[config.mk]
export PLATFORM = sky130hd
export DESIGN_NAME = ulpb_tx_sched
export DESIGN_NICKNAME = d
export VERILOG_FILES = /design/src/rtl/ulpb_pkg.sv /design/src/rtl/ulpb_rr_pick.sv /design/src/rtl/ulpb_tx_sched.sv
export SDC_FILE = /design/constraint.sdc
export NUM_CORES = 1
export LEC_CHECK = 0
export ABC_AREA = 1
export CAP_MARGIN = 30
export CORE_ASPECT_RATIO = 1.25
export CORE_MARGIN = 3
export CORE_UTILIZATION = 38
export CTS_BUF_LIST = sky130_fd_sc_hd__clkbuf_16
export CTS_CLUSTER_DIAMETER = 60
export DETAILED_ROUTE_END_ITERATION = 8
export HOLD_SLACK_MARGIN = 0.08
export PLACE_DENSITY_LB_ADDON = 0.2
export REMOVE_ABC_BUFFERS = 1
export SYNTH_ARGS = -nofsm -noshare
export SYNTH_HDL_FRONTEND = slang
export SYNTH_SLANG_ARGS = --single-unit
[constraint.sdc]
create_clock -name CLK_EXT -period 2.6 [get_ports CLK_EXT]
set_input_delay 0.78 -clock CLK_EXT [delete_from_list [all_inputs] [get_ports CLK_EXT]]
set_output_delay 0.78 -clock CLK_EXT [all_outputs]
set_load 0.01 [all_outputs]
[src/rtl/ulpb_pkg.sv]
// Shared definitions for the ULPB transmit scheduler: FSM encoding, default
// parameter values and a width helper.
package ulpb_pkg;

    localparam int unsigned NUM_REQ_DEF        = 4;
    localparam int unsigned ADDR_W_DEF         = 8;
    localparam int unsigned DATA_W_DEF         = 32;
    localparam int unsigned MAX_RETRY_DEF      = 2;
    localparam int unsigned BACKOFF_CYCLES_DEF = 4;
    localparam int unsigned TIMEOUT_CYCLES_DEF = 255;

    typedef enum logic [1:0] {
        StIdle    = 2'd0,
        StWait    = 2'd1,
        StBackoff = 2'd2,
        StDone    = 2'd3
    } ulpb_state_e;

    // Index width that stays at least one bit wide for degenerate sizes.
    function automatic int unsigned idx_width(input int unsigned n);
        return (n > 1) ? $clog2(n) : 1;
    endfunction

endpackage

[src/rtl/ulpb_rr_pick.sv]
// Combinational winner selection: priority requesters first, then round-robin
// starting one past rr_ptr.
module ulpb_rr_pick
    import ulpb_pkg::*;
#(
    parameter int unsigned NUM_REQ = NUM_REQ_DEF
) (
    input  logic [NUM_REQ-1:0]            req,
    input  logic [NUM_REQ-1:0]            prio,
    input  logic [idx_width(NUM_REQ)-1:0] rr_ptr,
    output logic                          valid,
    output logic [idx_width(NUM_REQ)-1:0] idx
);

    localparam int unsigned IDX_W = idx_width(NUM_REQ);

    logic [NUM_REQ-1:0] cand;
    logic               found;
    int unsigned        pos;

    always_comb begin
        cand  = req & prio;
        if (cand == '0) begin
            cand = req;
        end
        valid = |cand;
        idx   = '0;
        found = 1'b0;
        pos   = 0;
        // Scan rr_ptr+1 .. rr_ptr+NUM_REQ so the last winner is visited last.
        for (int unsigned off = 1; off <= NUM_REQ; off++) begin
            pos = (32'(rr_ptr) + off) % NUM_REQ;
            if (!found && cand[IDX_W'(pos)]) begin
                found = 1'b1;
                idx   = IDX_W'(pos);
            end
        end
    end

endmodule

[src/rtl/ulpb_tx_sched.sv]
// Shares one ULPB transmit port between NUM_REQ requesters with retry,
// backoff and per-attempt timeout. All outputs are registered.
module ulpb_tx_sched
    import ulpb_pkg::*;
#(
    parameter int unsigned NUM_REQ        = NUM_REQ_DEF,
    parameter int unsigned ADDR_W         = ADDR_W_DEF,
    parameter int unsigned DATA_W         = DATA_W_DEF,
    parameter int unsigned MAX_RETRY      = MAX_RETRY_DEF,
    parameter int unsigned BACKOFF_CYCLES = BACKOFF_CYCLES_DEF,
    parameter int unsigned TIMEOUT_CYCLES = TIMEOUT_CYCLES_DEF
) (
    input  logic                          CLK_EXT,
    input  logic                          RESET,
    input  logic [NUM_REQ-1:0]            REQ,
    input  logic [NUM_REQ-1:0]            PRIO,
    input  logic [NUM_REQ*ADDR_W-1:0]     ADDR,
    input  logic [NUM_REQ*DATA_W-1:0]     DATA,
    output logic [NUM_REQ-1:0]            ACK,
    output logic [NUM_REQ-1:0]            FAIL,
    output logic                          TX_REQ,
    output logic [ADDR_W-1:0]             TX_ADDR,
    output logic [DATA_W-1:0]             TX_DATA,
    output logic                          TX_PRIORITY,
    input  logic                          TX_ACK,
    input  logic                          TX_FAIL,
    output logic                          BUSY,
    output logic [idx_width(NUM_REQ)-1:0] GRANT_IDX
);

    localparam int unsigned IDX_W   = idx_width(NUM_REQ);
    localparam int unsigned RETRY_W = $clog2(MAX_RETRY + 2);
    localparam int unsigned TMO_W   = $clog2(TIMEOUT_CYCLES + 1);
    localparam int unsigned BO_W    = $clog2(BACKOFF_CYCLES + 1);

    localparam logic [RETRY_W-1:0] RETRY_MAX = RETRY_W'(MAX_RETRY);
    localparam logic [TMO_W-1:0]   TMO_SAT   = TMO_W'(TIMEOUT_CYCLES);
    localparam logic [TMO_W-1:0]   TMO_LAST  = TMO_W'(TIMEOUT_CYCLES - 1);
    localparam logic [BO_W-1:0]    BO_LAST   = BO_W'(BACKOFF_CYCLES - 1);

    ulpb_state_e          state_q, state_d;
    logic [IDX_W-1:0]     grant_q, grant_d;
    logic [IDX_W-1:0]     rr_q, rr_d;
    logic [ADDR_W-1:0]    addr_q, addr_d;
    logic [DATA_W-1:0]    data_q, data_d;
    logic                 prio_q, prio_d;
    logic                 tx_req_q, tx_req_d;
    logic                 busy_q, busy_d;
    logic [NUM_REQ-1:0]   ack_q, ack_d;
    logic [NUM_REQ-1:0]   fail_q, fail_d;
    logic [RETRY_W-1:0]   retry_q, retry_d;
    logic [TMO_W-1:0]     tmo_q, tmo_d;
    logic [BO_W-1:0]      bo_q, bo_d;

    logic                 pick_valid;
    logic [IDX_W-1:0]     pick_idx;
    logic [ADDR_W-1:0]    addr_arr [NUM_REQ];
    logic [DATA_W-1:0]    data_arr [NUM_REQ];

    for (genvar i = 0; i < NUM_REQ; i++) begin : g_unpack
        assign addr_arr[i] = ADDR[i*ADDR_W +: ADDR_W];
        assign data_arr[i] = DATA[i*DATA_W +: DATA_W];
    end

    ulpb_rr_pick #(
        .NUM_REQ (NUM_REQ)
    ) u_pick (
        .req    (REQ),
        .prio   (PRIO),
        .rr_ptr (rr_q),
        .valid  (pick_valid),
        .idx    (pick_idx)
    );

    always_comb begin
        state_d  = state_q;
        grant_d  = grant_q;
        rr_d     = rr_q;
        addr_d   = addr_q;
        data_d   = data_q;
        prio_d   = prio_q;
        tx_req_d = tx_req_q;
        ack_d    = '0;
        fail_d   = '0;
        retry_d  = retry_q;
        tmo_d    = tmo_q;
        bo_d     = bo_q;

        unique case (state_q)
            StIdle: begin
                if (pick_valid) begin
                    grant_d  = pick_idx;
                    addr_d   = addr_arr[pick_idx];
                    data_d   = data_arr[pick_idx];
                    prio_d   = PRIO[pick_idx];
                    retry_d  = '0;
                    tmo_d    = '0;
                    tx_req_d = 1'b1;
                    state_d  = StWait;
                end
            end
            StWait: begin
                // ACK outranks both a concurrent TX_FAIL and a concurrent timeout.
                if (TX_ACK) begin
                    ack_d[grant_q] = 1'b1;
                    tx_req_d       = 1'b0;
                    rr_d           = grant_q;
                    state_d        = StDone;
                end else if (TX_FAIL) begin
                    tx_req_d = 1'b0;
                    if (retry_q < RETRY_MAX) begin
                        retry_d = retry_q + 1'b1;
                        bo_d    = '0;
                        state_d = StBackoff;
                    end else begin
                        fail_d[grant_q] = 1'b1;
                        rr_d            = grant_q;
                        state_d         = StDone;
                    end
                end else if (tmo_q == TMO_LAST) begin
                    // This edge closes the TIMEOUT_CYCLES-th WAIT cycle.
                    fail_d[grant_q] = 1'b1;
                    tx_req_d        = 1'b0;
                    rr_d            = grant_q;
                    state_d         = StDone;
                end else if (tmo_q != TMO_SAT) begin
                    tmo_d = tmo_q + 1'b1;
                end
            end
            StBackoff: begin
                if (bo_q == BO_LAST) begin
                    tmo_d    = '0;
                    tx_req_d = 1'b1;
                    state_d  = StWait;
                end else begin
                    bo_d = bo_q + 1'b1;
                end
            end
            StDone: begin
                state_d = StIdle;
            end
            default: begin
                state_d = StIdle;
            end
        endcase

        busy_d = (state_d != StIdle);
    end

    always_ff @(posedge CLK_EXT) begin
        if (RESET) begin
            state_q  <= StIdle;
            grant_q  <= '0;
            rr_q     <= IDX_W'(NUM_REQ - 1);
            addr_q   <= '0;
            data_q   <= '0;
            prio_q   <= 1'b0;
            tx_req_q <= 1'b0;
            busy_q   <= 1'b0;
            ack_q    <= '0;
            fail_q   <= '0;
            retry_q  <= '0;
            tmo_q    <= '0;
            bo_q     <= '0;
        end else begin
            state_q  <= state_d;
            grant_q  <= grant_d;
            rr_q     <= rr_d;
            addr_q   <= addr_d;
            data_q   <= data_d;
            prio_q   <= prio_d;
            tx_req_q <= tx_req_d;
            busy_q   <= busy_d;
            ack_q    <= ack_d;
            fail_q   <= fail_d;
            retry_q  <= retry_d;
            tmo_q    <= tmo_d;
            bo_q     <= bo_d;
        end
    end

    assign ACK         = ack_q;
    assign FAIL        = fail_q;
    assign TX_REQ      = tx_req_q;
    assign TX_ADDR     = addr_q;
    assign TX_DATA     = data_q;
    assign TX_PRIORITY = prio_q;
    assign BUSY        = busy_q;
    assign GRANT_IDX   = grant_q;

endmodule
==> flow_summary.ini, run 1 <==
[run_status]
status = finished, final reports clean

[yosys]
synthXorXnorAreaFrac_pct = 0.721
synthCells = 788
synth-edff-count = 0
synthSimpleGateAreaFrac_pct = 52.0
synthAdderAreaFrac_pct = 1.07
synth_top_cell_by_area = dfxtp_1
synth_area_leaders = dfxtp_1 (30%), nand2_1 (23%), nand3_1 (14%)
seq_area_frac_synth_pct = 29.9
synth_common_cells = nand2_1 (286), nand3_1 (132), nor2_1 (72)
synth.top_cell.area_share_pct = 29.9
synth.area.mux_share_pct = 0
synth_area_um2 = 4690
synth_most_common_cell = nand2_1
synth_compound_area_share_pct = 5.60
synth_ff_type = dfxtp_1
synthArstFlopShare_pct = 0
yosysWarnings = 0
synth_top_family_by_area = simple AND/OR/NAND/NOR gates
synth_cell_types = 32
avgSynthCellArea_um2 = 5.95
synth_seq_cells = 70

[sta]
period_needed_ps = 2540
slew_violations = 0
hold_viol_final = 0
rsz0062_at_grt = true
max_slew_margin_pct = 77.6
min_period_over_period_pct = 97.6
fmax_ghz = 0.394
final-setup-viol-count = 0
skew_ps = 7.05
tightestPinTransition_ps = 335

[placed_design]
io_buffers = 224
gp_congestion = 0.873
dpl.hpwl_mm = 12.5
dp.cells = 1183

[critical_path]
critPathCaptureType = register
start_kind = input pin
critical_path_arrival_ps = 2800
required_ps = 2860
critPathKind = input pin to register
cp_max_fo = 19

[drt]
routed_via_density = 4.98
wirelength_mm = 19.1
wire_per_inst_um = 15.6
vias = 6096
antenna_left = 0
drt_pass1_iterations = 5
drc_errors = 0
drt_iter0_markers = 270

[cts]
cts-root-buf = clkbuf_16
clkLatencyLatePin_ps = 330
numCtsBuffers = 9
cts_max_path_buffers = 2
htreeDepth = 3
cts_hold_buf = 0
cts_tree = done
clkSinkCount = 70
cts.clk_slew.worst_paths_ps = 60

[hold_path]
holdCritPathClass = register to register

[layout]
layout.cells.non_filler = 1225
nets = 1235
fin_util_pct = 71.5
fill_cells = 994
num_antenna_cells = 0
drive_gt1_share_pct = 16.7
area_delta_synth_final_pct = 80.4

[floorplanning]
ios = 225
core_um2 = 11800
start_util_pct = 39.6
row_count = 44
die_x_um = 105
dieArea_um2 = 13700
die_y_um = 130

[global_routing]
grt_pass1_vias = 5514
track_usage_pct = 24.5
grt_overflow_total = 0
grt_pass1_wl_mm = 26.7
antenna_found_initial = 0
grt_max_degree = 40

[power_and_ir_drop]
p_leak_uw = 0.00404
ir_drop_v = 0.000372
powerDensity_nw_per_um2 = 823

[job]
maxCapViolCount = 0
## worst max-delay path: stages
cell and delay, ps:
buf_8 100, nand2_4 70, nand2_4 60, nor2_4 190, nand2_2 90, nand2_2 70, nand2_1 70, nand3_2 90
nand2_2 70, nor2_4 150, buf_6 140, nand2_4 70, nand2_8 150, buf_12 130, clkbuf_16 180, nand3_1 100
nand2_1 100, nor2_1 50, nor3_2 140
## timing repair
item | 4_1_cts | 5_1_grt
cloned | 4 | 9
setup endpoints to repair | 43 | 43
hold endpoints to repair | 0 | 0
gates resized for setup | 26 | 72
pin swaps | 15 | 40
setup buffers | 8 | 7
## metal layers
metal  vias up  global-route usage (%)  part of all wire [%]
met1      2783                    26.9                    37
met2       226                    45.6                    53
met3        32                    6.58                   7.5
li1       3055                       -                     -
met4         0                    8.11                   2.2
met5         -                       0                     0
## power by group
| group | switching (uW) | total, uW | internal [uW] |
|---|---|---|---|
| sequential | 143 | 1460 | 1310 |
| clock | 475 | 1310 | 833 |
| combinational | 2150 | 4200 | 2040 |
| total | 2770 | 6960 | 4190 |
## worst paths after layout
path              cells after the start      from     endpoint  slack [ps]
setup / recovery                     19    REQ[0]  TX_DATA[27]          60
hold / removal                        2  tmo_q[7]     tmo_q[7]         450
setup reg to reg                     14   rr_q[0]  TX_DATA[27]         350
hold reg to reg                       2  tmo_q[7]     tmo_q[7]         450
## logic make-up (layout without fill, tap and decap cells)
| kind of cell | count (synthesis) | in the layout |
|---|---|---|
| and+or+nand+nor | 547 | 548 |
| buffers and inverters | 115 | 390 |
| DFF | 70 | 70 |
| xor gates and xnor gates | 3 | 3 |
| AOI/OAI and AO/OA | 49 | 49 |
| adders and majority gates | 4 | 4 |
## cells in the final DEF (no fill, tap or decap), types with 4 or more instances in the layout
master | netlist | routed
clkbuf_16 | 0 | 17
nand3b_1 | 11 | 11
ha_1 | 4 | 4
nor2_1 | 72 | 72
buf_4 | 2 | 47
a21oi_1 | 16 | 16
dfxtp_1 | 70 | 70
nand3_2 | 1 | 9
clkdlybuf4s50_1 | 0 | 216
buf_16 | 0 | 4
inv_1 | 70 | 70
nand2_4 | 0 | 9
o21ai_0 | 25 | 24
nor3_1 | 8 | 8
buf_12 | 0 | 17
nand4_1 | 6 | 6
nand2_1 | 286 | 251
nor3_2 | 11 | 11
nand2_2 | 13 | 37
nand3_1 | 132 | 124
buf_6 | 6 | 6
## state kept, by name (all words and copies together) (netlist names)
| register | count |
|---|---|
| retry_q | 2 |
| TX_REQ | 1 |
| ACK | 4 |
| TX_DATA | 32 |
| GRANT_IDX | 2 |
| state_q | 2 |
| bo_q | 3 |
| rr_q | 2 |
| tmo_q | 8 |
| FAIL | 4 |
| TX_PRIORITY | 1 |
| TX_ADDR | 8 |
| BUSY | 1 |
## final cells by class
cell class,count,area [um^2],area share [%]
well taps,161,201,2.38
repair buffers,301,3260,38.5
flip-flops and latches,70,1400,16.6
inverters,73,274,3.24
clock buffers,9,225,2.66
multi-input cells,604,3010,35.6
clock inverters,7,88.8,1.05
## stage by stage
stage | total power, uW | TNS (ps) | setup WS, ps | area (um^2) | hold WS (ps)
after floorplan | 3150 | -50730 | -1210 | 4460 | 428
after global placement | 4730 | -21530 | -487 | 7460 | 438
after CTS | 6370 | 0 | 14.5 | 8010 | 454
after detailed placement | 4760 | -23300 | -529 | 7460 | 445
final | 6960 | 0 | 61.7 | 8460 | 449
after global routing | 7380 | -1390 | -69.3 | 8460 | 485
Power figures use the tool's default switching activity.
==> run 2, diff against run 1 <==
Settings changed: ABC_AREA 1 to default, CORE_UTILIZATION 38 to 34.
==> run 2 against run 1 <==
  * Highest routed layer unchanged
  * Non-clock buffer count is 29 lower
  * Utilization is 7.2 points lower
  * Clock skew is 1.0 ps higher
  * Critical path depth is 10 lower
  * Wire length is 20% lower
  * Sequential cell count stayed put
  * Clock-buffer cell count stayed put
  * Largest cell class unchanged
  * Synthesized area is 20% lower
==> flow_summary.ini, run 2 <==
[layout]
drive_gt1_share_pct = 11.9
most-common-layout-cells = clkdlybuf4s50_1 (216), mux2i_1 (80), dfxtp_1 (70), nand2_1 (57), o221ai_1 (41)
nets = 836
layout.cells.non_filler = 797
largest_reg_flops = 32
area_delta_synth_final_pct = 82.8
fill_cells = 908
layout_commonest_cell = clkdlybuf4s50_1

[yosys]
avgSynthCellArea_um2 = 9.31
synth_ff_type = dfxtp_1
synth_cell_types = 44
synth_area_leaders = dfxtp_1 (37%), mux2i_1 (22%), o221ai_1 (9.6%)
synth_common_cells = mux2i_1 (83), dfxtp_1 (70), nand2_1 (57)
synth.top_cell.area_share_pct = 37.3
synth_area_um2 = 3750
synth-edff-count = 0
seq_area_frac_synth_pct = 37.3
synthArstFlopShare_pct = 0
synthCells = 403
synth_most_common_cell = mux2i_1
synth_top_cell_by_area = dfxtp_1
yosysWarnings = 0
synth_seq_cells = 70

[global_routing]
track_usage_pct = 23.8
grt_max_degree = 42
grt_overflow_total = 0
grt_pass1_vias = 4272
antenna_found_initial = 1
grt_pass1_wl_mm = 22.8

[placed_design]
dp.cells = 769
io_buffers = 224
dpl.hpwl_mm = 11.6
gp_congestion = 0.877

[drt]
wire_per_inst_um = 19.1
route.layer.met1.wl_mm = 5.67
drt_iter0_markers = 122
antenna_left = 0
wl_met3_mm = 1.49
highest_layer = met4
wl_met2_mm = 7.70
drc_errors = 0
vias = 4132
routed_via_density = 5.18
drt_pass1_iterations = 4
wirelength_mm = 15.2

[cts]
cts.clk_slew.worst_paths_ps = 60
cts_hold_buf = 0
clkLatencyLatePin_ps = 330
cts_max_path_buffers = 2
htreeDepth = 3
cts_tree = done
numCtsBuffers = 9
cts-root-buf = clkbuf_16
clkSinkCount = 70

[hold_path]
min_delay_path_depth = 2
holdCritPathClass = register to register

[floorplanning]
row_count = 42
start_util_pct = 35.2
die_y_um = 123
die_x_um = 100
ios = 225
core_um2 = 10700
dieArea_um2 = 12300

[power_and_ir_drop]
switching_share_pct = 29.5
clkPwrFrac_pct = 28.1
netSwitchingPower_uw = 1160
combPwrFrac_pct = 38.2
powerDensity_nw_per_um2 = 570
p_int_uw = 2760
p_leak_uw = 0.00283
ir_drop_v = 0.000526
finalPower_uw = 3910
seq_power_share_pct = 33.7

[critical_path]
critical_path_arrival_ps = 2740
rr_worst_depth = 8
r2r_slack_ps = 390
critPathCaptureType = register
critPathKind = input pin to register
required_ps = 2800
start_kind = input pin
cp_max_fo = 8

[sta]
period_needed_ps = 2540
final-setup-viol-count = 0
hold_viol_final = 0
max_slew_margin_pct = 68.8
fmax_ghz = 0.393
slew_violations = 0
rsz0062_at_grt = true
tightestPinTransition_ps = 467
skew_ps = 8.08
min_period_over_period_pct = 97.8

[job]
maxCapViolCount = 0

[run_status]
status = finished, final reports clean
## run 2: path summary, 6_finish.rpt
kind / from / end
hold reg to reg: TX_ADDR[2] / TX_ADDR[2]
setup / recovery: PRIO[2] / TX_ADDR[0]
hold / removal: TX_ADDR[2] / TX_ADDR[2]
setup reg to reg: rr_q[1] / TX_ADDR[0]
## run 2: logic make-up (layout without fill, tap and decap cells)
family,count (synthesis),count (layout),synth area share (%)
AOI/OAI and AO/OA,80,80,16.9
xor gates and xnor gates,6,6,1.40
adders and majority gates,4,4,1.33
buffers and inverters,33,294,4.97
DFF,70,70,37.3
muxes,84,84,22.4
other,0,1,0
and+or+nand+nor,126,126,15.6
## run 2: timing repair
action                                  4_1_cts  5_1_grt
resized for setup                            15       14
endpoints found under the hold margin         0        0
pin swaps                                     4        7
endpoints found under the setup margin       42       19
setup buffers                                 6        4
gates cloned                                  2        0
## run 2: area by class of cell
class                           instances  area, um^2  area share, %
Clock inverter                          6        38.8          0.565
Timing Repair Buffer                  272        2790           40.6
Inverter                                7        26.3          0.383
Antenna cell                            1        2.50         0.0365
Sequential cell                        70        1400           20.4
Multi-Input combinational cell        300        2220           32.3
Tap cell                              132         165           2.41
Clock buffer                            9         225           3.28
## run 2: worst max-delay path, cell delays in order
cell and delay [ps]:
dlygate4sd2_1 260, a22oi_2 250, a41oi_2 170, o2111a_1 190, nor3_4 260, buf_12 180
bufbuf_16 280, mux2i_2 210, o221ai_1 150
## run 2: metal layers
layer	track usage, %	up-vias
met5	0	-
met4	7.69	0
met3	8.58	23
met2	42.2	155
met1	26.3	1933
li1	-	2021
## run 2: power groups by stage
stage / registers [uW] / clock network, uW / logic [uW]
after floorplan: 1380 / 0 / 618
after global placement: 1330 / 0 / 1380
after detailed placement: 1340 / 0 / 1400
after CTS: 1320 / 1130 / 1480
after global routing: 1340 / 1180 / 1590
final: 1320 / 1100 / 1500
## run 2: metrics by stage
stage | setup slack [ps] | hold WS, ps | setup TNS [ps] | utilization (%) | instance area [um^2]
after floorplan | -7610 | 430 | -319150 | - | 3590
after global placement | -485 | 443 | -19920 | 60.1 | 6410
after detailed placement | -551 | 447 | -22180 | 60.1 | 6410
after CTS | 47.4 | 467 | 0 | 63.8 | 6810
after global routing | -30.0 | 475 | -62.4 | 64.3 | 6860
final | 57.1 | 463 | 0 | 64.3 | 6860
==> RTL edit (config.mk and constraints of run 2) <==
Re-encode `ulpb_state_e` (4 states) as Gray code, 2 bits wide.
--- a/src/rtl/ulpb_pkg.sv
+++ b/src/rtl/ulpb_pkg.sv
@@ -10,10 +10,10 @@
     localparam int unsigned TIMEOUT_CYCLES_DEF = 255;
 
     typedef enum logic [1:0] {
-        StIdle    = 2'd0,
-        StWait    = 2'd1,
-        StBackoff = 2'd2,
-        StDone    = 2'd3
+        StIdle    = 2'b00,
+        StWait    = 2'b01,
+        StBackoff = 2'b11,
+        StDone    = 2'b10
     } ulpb_state_e;
 
     // Index width that stays at least one bit wide for degenerate sizes.
Check against the original RTL: no difference found for any inputs over 4 cycles, from zero or initial values and one cycle with RESET high; so few cycles prove little.
==> RTL edit against run 2 <==
Die area rose by 3.7%. Sequential cell count did not move. Count of clock-buffer cells in the layout did not move. Setup slack improved by 84 ps. Routed wire length fell by 4.1%. Total power fell by 2.4%. Hold slack got worse by 3.7 ps. Via count barely moved. Synthesized area rose by 3.9%. Register-to-register slack improved by 200 ps. Cell area fell by 0.69%. Clock skew fell by 3.2 ps. Combinational power fell by 11%. Largest cell class unchanged.
==> RTL edit: results <==
grt:
  grt.met2_usage: 0.3737
  global_route.usage.met1: 0.2569
  wire_length_of_the_first_global_routing_pass_um: 21740
  vias_in_the_first_global_route: 4038
  grt_max_degree: 42
  antenna_found_initial: 0
  global_route.usage.met3: 0.07535
  globalRouteTotalUtil: 0.2174
logic_synthesis:
  synth_area_leaders: "sky130_fd_sc_hd__dfxtp_1, sky130_fd_sc_hd__mux2i_1, sky130_fd_sc_hd__o221ai_1, sky130_fd_sc_hd__nand2_1, sky130_fd_sc_hd__buf_12"
  synth_seq_area_share: 0.3593
  post_synthesis_share_of_cell_area_spent_on_xor_and_xnor_gates: 0.01123
  synth.yosys.warnings: 0
  synth_cell_types: 53
  yosys.area_share.adder: 0.01283
  list_of_most_frequent_post_synthesis_cells: "sky130_fd_sc_hd__mux2i_1, sky130_fd_sc_hd__dfxtp_1, sky130_fd_sc_hd__nand2_1"
  post_synth_inst_count: 407
  yosys-mux-area-fraction: 0.2262
  synth_compound_area_frac: 0.1790
routing:
  met2_length_um: 7244
  dr_wl_met3_um: 1494
  drt_first_pass_iters: 5
  postRouteWirelength_um: 14600
  total_number_of_vias: 4134
  drt_first_iter_violations: 158
  wirelength_met1_um: 5639
clock_tree:
  cts_root_buf: "sky130_fd_sc_hd__clkbuf_16"
  post_cts.repair.setup_buffers: 4
  clkSlewWorstSetupHoldPaths_ps: 60
  tritoncts.num_buffers: 9
  post_cts_resized: 23
  clockBufferDepth: 2
  htreeDepth: 3
  worst_skew_pair.late_latency_ps: 330
place:
  dp_hpwl_um: 11060
  place.gp.congestion: 0.8971
  dp_cells: 767
  place_worst_setup_slack_ps: -596.8
  placement.cell_area_um2: 6355
layout:
  finalInstanceArea_um2: 6813
  filler_cell_count: 945
  finalNetCount: 827
  instances_no_fill: 791
  diode_insertion_count_for_antenna_repair: 0
  layout_cells_sized_above_1: 0.1326
setup_path:
  cpPeakStageDelay_ps: 330
  arrival_ps: 2660
  cp_max_fo: 5
  worst_path_max_delay_cell: "sky130_fd_sc_hd__a222oi_1"
  critPathTopFamily: "compound AO/OA/AOI/OAI gates"
power:
  p_int_uw: 2723
  powerDensity_nw_per_um2: 560.5
  power.share.combinational: 0.350
  sequentialPower_uw: 1280
  vdd.ir_drop.worst_mv: 0.3665
  leakage_power_figure_uw: 0.002601
timing:
  finClkSkew_ps: 4.884
  maxSlewViolCount: 0
  relSlewSlack: 0.6172
outcome:
  run_status: "finished clean"
## RTL edit: cell count changes after synthesis, sizes merged, moves of 3 or more
cell	delta
a21oi	-7
xnor2	-3
nand3b	-3
nor3	-5
a22oi	+3
mux2i	+4
o31ai	+5
## RTL edit: worst min-delay path: stages, from the launching register on
cell                       delay (ps)
sky130_fd_sc_hd__dfxtp_1          320
sky130_fd_sc_hd__nand2_1           50
sky130_fd_sc_hd__o221ai_1          60
## RTL edit: cell type report
type	count	area share
inverter	8	0.004408
sequential	70	0.2057
clock inverter	7	0.009550
multi-input combinational	300	0.3399
clock buffer	9	0.03306
timing repair buffer	262	0.3826
tap	135	0.02479
## RTL edit: path summary, 6_finish.rpt
| path | to | slack [ps] | startpoint | depth (start not counted) |
|---|---|---|---|---|
| min | TX_DATA[3] | 460 | TX_DATA[3] | 2 |
| max | TX_DATA[4] | 140 | REQ[1] | 11 |
| max reg2reg | tmo_q[4] | 590 | state_q[0] | 6 |
| min reg2reg | TX_DATA[3] | 460 | TX_DATA[3] | 2 |
